## src/rtl/bus_xfer_seq.sv

```systemverilog
// Bus transfer sequencer: accepts a source/destination code pair and runs a
// fixed DRIVE -> LOAD -> DONE sequence of one-hot bus-driver and load strobes.
module bus_xfer_seq #(
    parameter int unsigned SRC_N = 24,
    parameter int unsigned DST_N = 24
) (
    input  logic             clk,
    input  logic             clear_n,
    input  logic             req_valid,
    output logic             req_ready,
    input  logic [4:0]       req_src,
    input  logic [4:0]       req_dst,
    output logic [SRC_N-1:0] out_en,
    output logic [DST_N-1:0] in_en,
    output logic             done,
    output logic             err,
    output logic             busy
);

    typedef enum logic [1:0] {
        S_IDLE  = 2'd0,
        S_DRIVE = 2'd1,
        S_LOAD  = 2'd2,
        S_DONE  = 2'd3
    } state_t;

    localparam logic [5:0] SRC_LIM = 6'(SRC_N);
    localparam logic [5:0] DST_LIM = 6'(DST_N);

    state_t           state_q,  state_d;
    logic [4:0]       src_q,    src_d;
    logic [4:0]       dst_q,    dst_d;
    logic [SRC_N-1:0] out_en_q, out_en_d;
    logic [DST_N-1:0] in_en_q,  in_en_d;
    logic             done_q,   done_d;
    logic             err_q,    err_d;
    logic             busy_q,   busy_d;
    logic             req_legal;

    function automatic logic [SRC_N-1:0] src_onehot(input logic [4:0] code);
        logic [SRC_N-1:0] v;
        v = '0;
        for (int unsigned i = 0; i < SRC_N; i++) begin
            if (code == 5'(i)) v[i] = 1'b1;
        end
        return v;
    endfunction

    function automatic logic [DST_N-1:0] dst_onehot(input logic [4:0] code);
        logic [DST_N-1:0] v;
        v = '0;
        for (int unsigned i = 0; i < DST_N; i++) begin
            if (code == 5'(i)) v[i] = 1'b1;
        end
        return v;
    endfunction

    assign req_legal = ({1'b0, req_src} < SRC_LIM) && ({1'b0, req_dst} < DST_LIM);
    assign req_ready = (state_q == S_IDLE);

    // Strobes are computed one state ahead so every output leaves a flop.
    always_comb begin
        state_d  = state_q;
        src_d    = src_q;
        dst_d    = dst_q;
        out_en_d = '0;
        in_en_d  = '0;
        done_d   = 1'b0;
        err_d    = 1'b0;
        busy_d   = 1'b0;
        case (state_q)
            S_IDLE: begin
                if (req_valid) begin
                    src_d = req_src;
                    dst_d = req_dst;
                    if (req_legal) begin
                        state_d  = S_DRIVE;
                        out_en_d = src_onehot(req_src);
                        busy_d   = 1'b1;
                    end else begin
                        err_d = 1'b1;
                    end
                end
            end
            S_DRIVE: begin
                state_d  = S_LOAD;
                out_en_d = src_onehot(src_q);
                in_en_d  = dst_onehot(dst_q);
                busy_d   = 1'b1;
            end
            S_LOAD: begin
                state_d = S_DONE;
                done_d  = 1'b1;
                busy_d  = 1'b1;
            end
            S_DONE: begin
                state_d = S_IDLE;
            end
            default: begin
                state_d = S_IDLE;
            end
        endcase
    end

    always_ff @(posedge clk or negedge clear_n) begin
        if (!clear_n) begin
            state_q  <= S_IDLE;
            src_q    <= '0;
            dst_q    <= '0;
            out_en_q <= '0;
            in_en_q  <= '0;
            done_q   <= 1'b0;
            err_q    <= 1'b0;
            busy_q   <= 1'b0;
        end else begin
            state_q  <= state_d;
            src_q    <= src_d;
            dst_q    <= dst_d;
            out_en_q <= out_en_d;
            in_en_q  <= in_en_d;
            done_q   <= done_d;
            err_q    <= err_d;
            busy_q   <= busy_d;
        end
    end

    assign out_en = out_en_q;
    assign in_en  = in_en_q;
    assign done   = done_q;
    assign err    = err_q;
    assign busy   = busy_q;

endmodule

```

## config.mk

```make
export PLATFORM = sky130hd
export DESIGN_NAME = bus_xfer_seq
export DESIGN_NICKNAME = d
export VERILOG_FILES = /design/src/rtl/bus_xfer_seq.sv
export SDC_FILE = /design/constraint.sdc
export NUM_CORES = 1
export LEC_CHECK = 0
export ABC_AREA = 0
export CAP_MARGIN = 20
export CORE_MARGIN = 2
export CORE_UTILIZATION = 40
export DETAILED_ROUTE_END_ITERATION = 10
export DONT_BUFFER_PORTS = 1
export HOLD_SLACK_MARGIN = 0.03
export SLEW_MARGIN = 20
export SYNTH_ARGS = -nofsm -noshare
export SYNTH_HDL_FRONTEND = slang
export SYNTH_SLANG_ARGS = --single-unit
```

## constraint.sdc

```tcl
create_clock -name clk -period 1.45 [get_ports clk]
set_clock_uncertainty 0.15 [all_clocks]
set_input_delay 0.435 -clock clk [delete_from_list [all_inputs] [get_ports clk]]
set_output_delay 0.435 -clock clk [all_outputs]
set_load 0.005 [all_outputs]
```

==> Word level (Yosys, flattened, before mapping) <==
Cells that the tools add are included.
{ "classes": {"magnitude_cmp": 2, "n_eq_ne": 74, "n_mux": 86, "n_reduce_logical": 8} }
{ "ops": {"columns": ["op", "n"], "rows": [
  ["$eq 5x4->1 const B", 24],
  ["$eq 5x5->1 const B", 24],
  ["$mux 1", 78],
  ["$mux 24", 3],
  ["$eq 5x3->1 const B", 12],
  ["$pmux 24 s2", 1],
  ["$eq 5x2->1 const B", 6],
  ["$eq 5x1->1 const B", 3],
  ["$logic_not 5->1", 3],
  ["$lt 5x5->1 const B", 2],
  ["$pmux 2 s4", 1],
  ["$eq 2x2->1 const B", 2],
  ["$mux 2", 2],
  ["$reduce_and 2->1", 2],
  ["$eq 2x1->1 const B", 1],
  ["$logic_not 2->1", 1],
  ["$ne 2x1->1 const B", 1],
  ["$ne 2x2->1 const B", 1],
  ["$pmux 1 s2", 1],
  ["$reduce_or 2->1", 1],
  ["$logic_and 1x1->1", 1]
]} }
{ "word_totals": {"reg_bits": 63, "input_bits": 13, "output_inout_bits": 52} }

==> Depth between registers and ports, before layout <==
{ "logic_depth": {"word_depth": 5, "ltp_mapped": 7, "depth_no_buf": 5} }

==> Worst setup path after synthesis <==
No wires, ideal clock.
{ "synth_timing": {"kind": "flip-flop to flip-flop", "startpoint": "register state_q[0]", "endpoint": "register out_en_q[0] (netlist: out_en[0])", "setup_ps": 82, "t_arrival_ps": 1426, "required_time_ps": 1218, "path_slack_ps": -208, "stages_incl_launch_ff": 6, "path_buffers": 0, "synth_period_minus_slack_ps": 1658, "cell_sequence": "dfrtp_1 inv_1 ha_1 nand2_2 or4b_4 o22ai_1"} }
{ "synth_via": {"elab_chain_cells": 2, "elab_cells_between_ends": 3} }
{ "synth_lines": {"columns": ["item", "line_no", "source"], "rows": [
  ["start, declared", "30", "state_t state_q, state_d;"],
  ["start signal, assigned", "116", "state_q <= state_d;"],
  ["$logic_not 2->1", null, null],
  ["named net req_ready", "10", "output logic req_ready,"],
  ["$pmux 24 s2", "71", "case (state_q)"],
  ["named net out_en_d[0]", "33", "logic [SRC_N-1:0] out_en_q, out_en_d;"],
  ["end signal, assigned", "119", "out_en_q <= out_en_d;"],
  ["end, declared", "33", null]
]} }
The timed path passes the listed nets, and every way through them passes these cells.
A chain may end at the register's enable or synchronous reset.

==> Worst setup path in the final report <==
{ "layout_timing": {"startpoint": "register state_q[0]", "endpoint": "output port req_ready"} }
{ "layout_via": {"elab_chain_cells": 1} }
{ "layout_lines": {"columns": ["item", "line_no", "source"], "rows": [
  ["$logic_not 2->1", "59", "assign req_ready = (state_q == S_IDLE);"],
  ["end, declared", "10", null]
]} }
Every way passes these cells.

==> results.cfg <==
[clocking]
clk_latency_ns = 0.35
cts.sinks = 63
cts_buffers = 9
clk_pin_slew_ns = 0.07
clockBufferDepth = 2
cts.htree.levels = 3
ctsRootBufferMaster = clkbuf_8
cts_tree = built

[logic_synthesis]
yosys.area.top_type = dfrtp_1
netlist_area_um2 = 2350
syn_area_per_cell_um2 = 11.3
netlist_instances = 207
syn_nets = 224
ys_seq_elements = 63
ys_types = 25
yosysSeqAreaShare_pct = 67.2
synth_area_leaders = dfrtp_1 (67%), nand2_1 (5.9%), o22ai_1 (5.9%), nor2_1 (4.0%), nand2b_1 (3.7%)
netlist.area_leader.share_pct = 67.2
synth_warnings = 0

[layout]
drive_above_1_share_pct = 37.9
final_common_cell = dfrtp_1
final_cell_mix = dfrtp_1 (63), nand2_1 (35), nor2_1 (15)
stdcell_area_um2 = 3110
fillerInstances = 479
layout.nets = 252
n_antenna_cell = 0
area_growth_pct = 32.5

[die]
die-area_um2 = 6500
row_count = 27
initial_core_util_pct = 42.1
dieHeight_um = 80.6
io_pins = 65
die_x_um = 80.6
core_um2 = 5570

[worst_setup_path]
path_max_fanout = 4
critPathLaunchType = register
critPathRequiredTime_ns = 0.87
setup.worst_path.class = register to primary output
cp.arrival_ns = 1.11
cp-end-kind = primary output

[timing]
fin_ws_ns = -0.245
setup-tns-final_ns = -4.51
slew_headroom_pct = 73.7
rsz0062_at_grt = true
slew_viol_final = 0
fin_crit_sh_pct = 117
finalHoldViolations = 63
tightest_slew_ns = 0.395
period_needed_ns = 1.70
setup_viol_count_final = 48
timing.hold.ws_ns = -0.377
timing.fmax_ghz = 0.590

[global_routing]
antenna_found_initial = 0
grt_pass1_vias = 1613
grt.total_usage_pct = 18.5
met3_usage_pct = 8.09
grt_pass1_wl_mm = 8.51
grt_max_degree = 64
use_met2_pct = 25.7
grtUsageMet1_pct = 24.0
grt-ovfl-total = 0
grt-busiest-layer = met2

[placed_design]
numPortBuffers = 0
hpwl_mm = 3.54
gp_congestion = 0.717
dp_slack_ns = -0.178
place_area_um2 = 2530

[worst_hold_path]
hold_path.class = primary input to asynchronous set/reset pin

[power_and_ir_drop]
p_sw_mw = 1.98
p_comb_share_pct = 31.7
p_int_mw = 3.81
p_leak_nw = 1.42
p_sw_share_pct = 34.2
pwr-share-seq_pct = 41.1
powerDensity_nw_per_um2 = 1860
p_clk_share_pct = 27.2
ir_worst_vdd_v = 0.000967

[run_status]
violations = negative hold slack, negative setup slack
status = complete, but fails checks

[routing]
route.detailed.drc = 0
drtIter0Drc = 106
wire_per_inst_um = 17.7
wirelength_mm = 5.53
postRouteAntennaNets = 0
via_per_inst = 5.39
first_pass_iters = 4
vias = 1683

[job]
cap_viol_max_count = 0
## layer usage
layer	routed length [µm]	vias up
li1	-	766
met1	2330	849
met2	2640	56
met3	413	12
met4	153	0
met5	0	-
## worst max-delay path, cell delays in order, from the launching register on
cell,delay [ns]
dfrtp_1,0.40
inv_2,0.09
ha_4,0.15
buf_6,0.11
## cell families (layout without fill, tap and decap cells)
kind of cell               Yosys count  after routing  share of synthesized area [%]
adders and majority gates            4              4                           2.13
AOI/OAI and AO/OA                   31             31                           8.48
muxes                                1              1                          0.480
and+or+nand+nor                    100            100                           20.4
buffers and inverters                8             41                           1.39
DFF                                 63             63                           67.2
## per-stage QoR
| step | power, mW | utilization [%] | instances |
|---|---|---|---|
| floorplan | 3.13 | - | 207 |
| global placement | 3.57 | 45.4 | 287 |
| finish | 5.79 | 55.8 | 312 |
| global route | 6.13 | 55.8 | 312 |
| CTS | 5.61 | 53.5 | 309 |
| detailed placement | 3.60 | 45.4 | 287 |
## path summary, 6_finish.rpt
kind / from / end / slack [ns] / cells past startpoint
worst min-delay path: clear_n / out_en[3] / -0.38 / 0
worst min register to register: dst_q[3] / dst_q[3] / 0.38 / 2
worst max-delay path: state_q[0] / req_ready / -0.25 / 3
max in group asynchronous: clear_n / state_q[1] / 1.42 / 0
worst max register to register: state_q[0] / out_en[8] / -0.22 / 6
min in group clk: req_src[3] / src_q[3] / 0.04 / 2
## power by group through the flow
stage	clock network [mW]	logic [mW]	registers, mW
2_1_floorplan	0	0.864	2.26
3_3_place_gp	0	1.22	2.35
3_5_place_dp	0	1.24	2.35
4_1_cts	1.60	1.66	2.35
5_1_grt	1.70	2.01	2.42
6_report	1.58	1.84	2.38
## synth_stat cells (all sizes together)
| cell type | count |
|---|---|
| nand2b | 14 |
| a22oi | 1 |
| buf | 3 |
| o22ai | 22 |
| or2 | 2 |
| mux2 | 1 |
| and2 | 1 |
| nand4b | 5 |
| clkbuf | 3 |
| o32ai | 2 |
| inv | 2 |
| nor2b | 2 |
| nand2 | 38 |
| or4b | 1 |
| nor2 | 25 |
| ha | 4 |
| nor3 | 6 |
| a21boi | 1 |
| dfrtp | 63 |
| a21oi | 5 |
| nand3 | 4 |
| nand4 | 2 |
## cell type report
cell class	instances	area (µm²)	share of cell area, %
Clock buffer	12	155	4.99
Clock inverter	4	53.8	1.73
Inverter	2	7.51	0.241
Multi-Input combinational cell	136	1020	32.9
Sequential cell	63	1580	50.7
Tap cell	72	90.1	2.90
Timing Repair Buffer	23	204	6.56
## what timing repair did
action | CTS | global route
hold endpoints to repair | 64 | 64
setup buffers | 6 | 2
endpoints found under the setup margin | 44 | 49
pin swaps | 23 | 16
hold buffers | 1 | 1
resized for setup | 38 | 24
## sequential cells by signal (all words and copies together), names as in the netlist
name     count
dst_q        5
err          1
in_en       24
out_en      24
src_q        5
done         1
busy         1
state_q      2
Power figures use the tool's default switching activity.
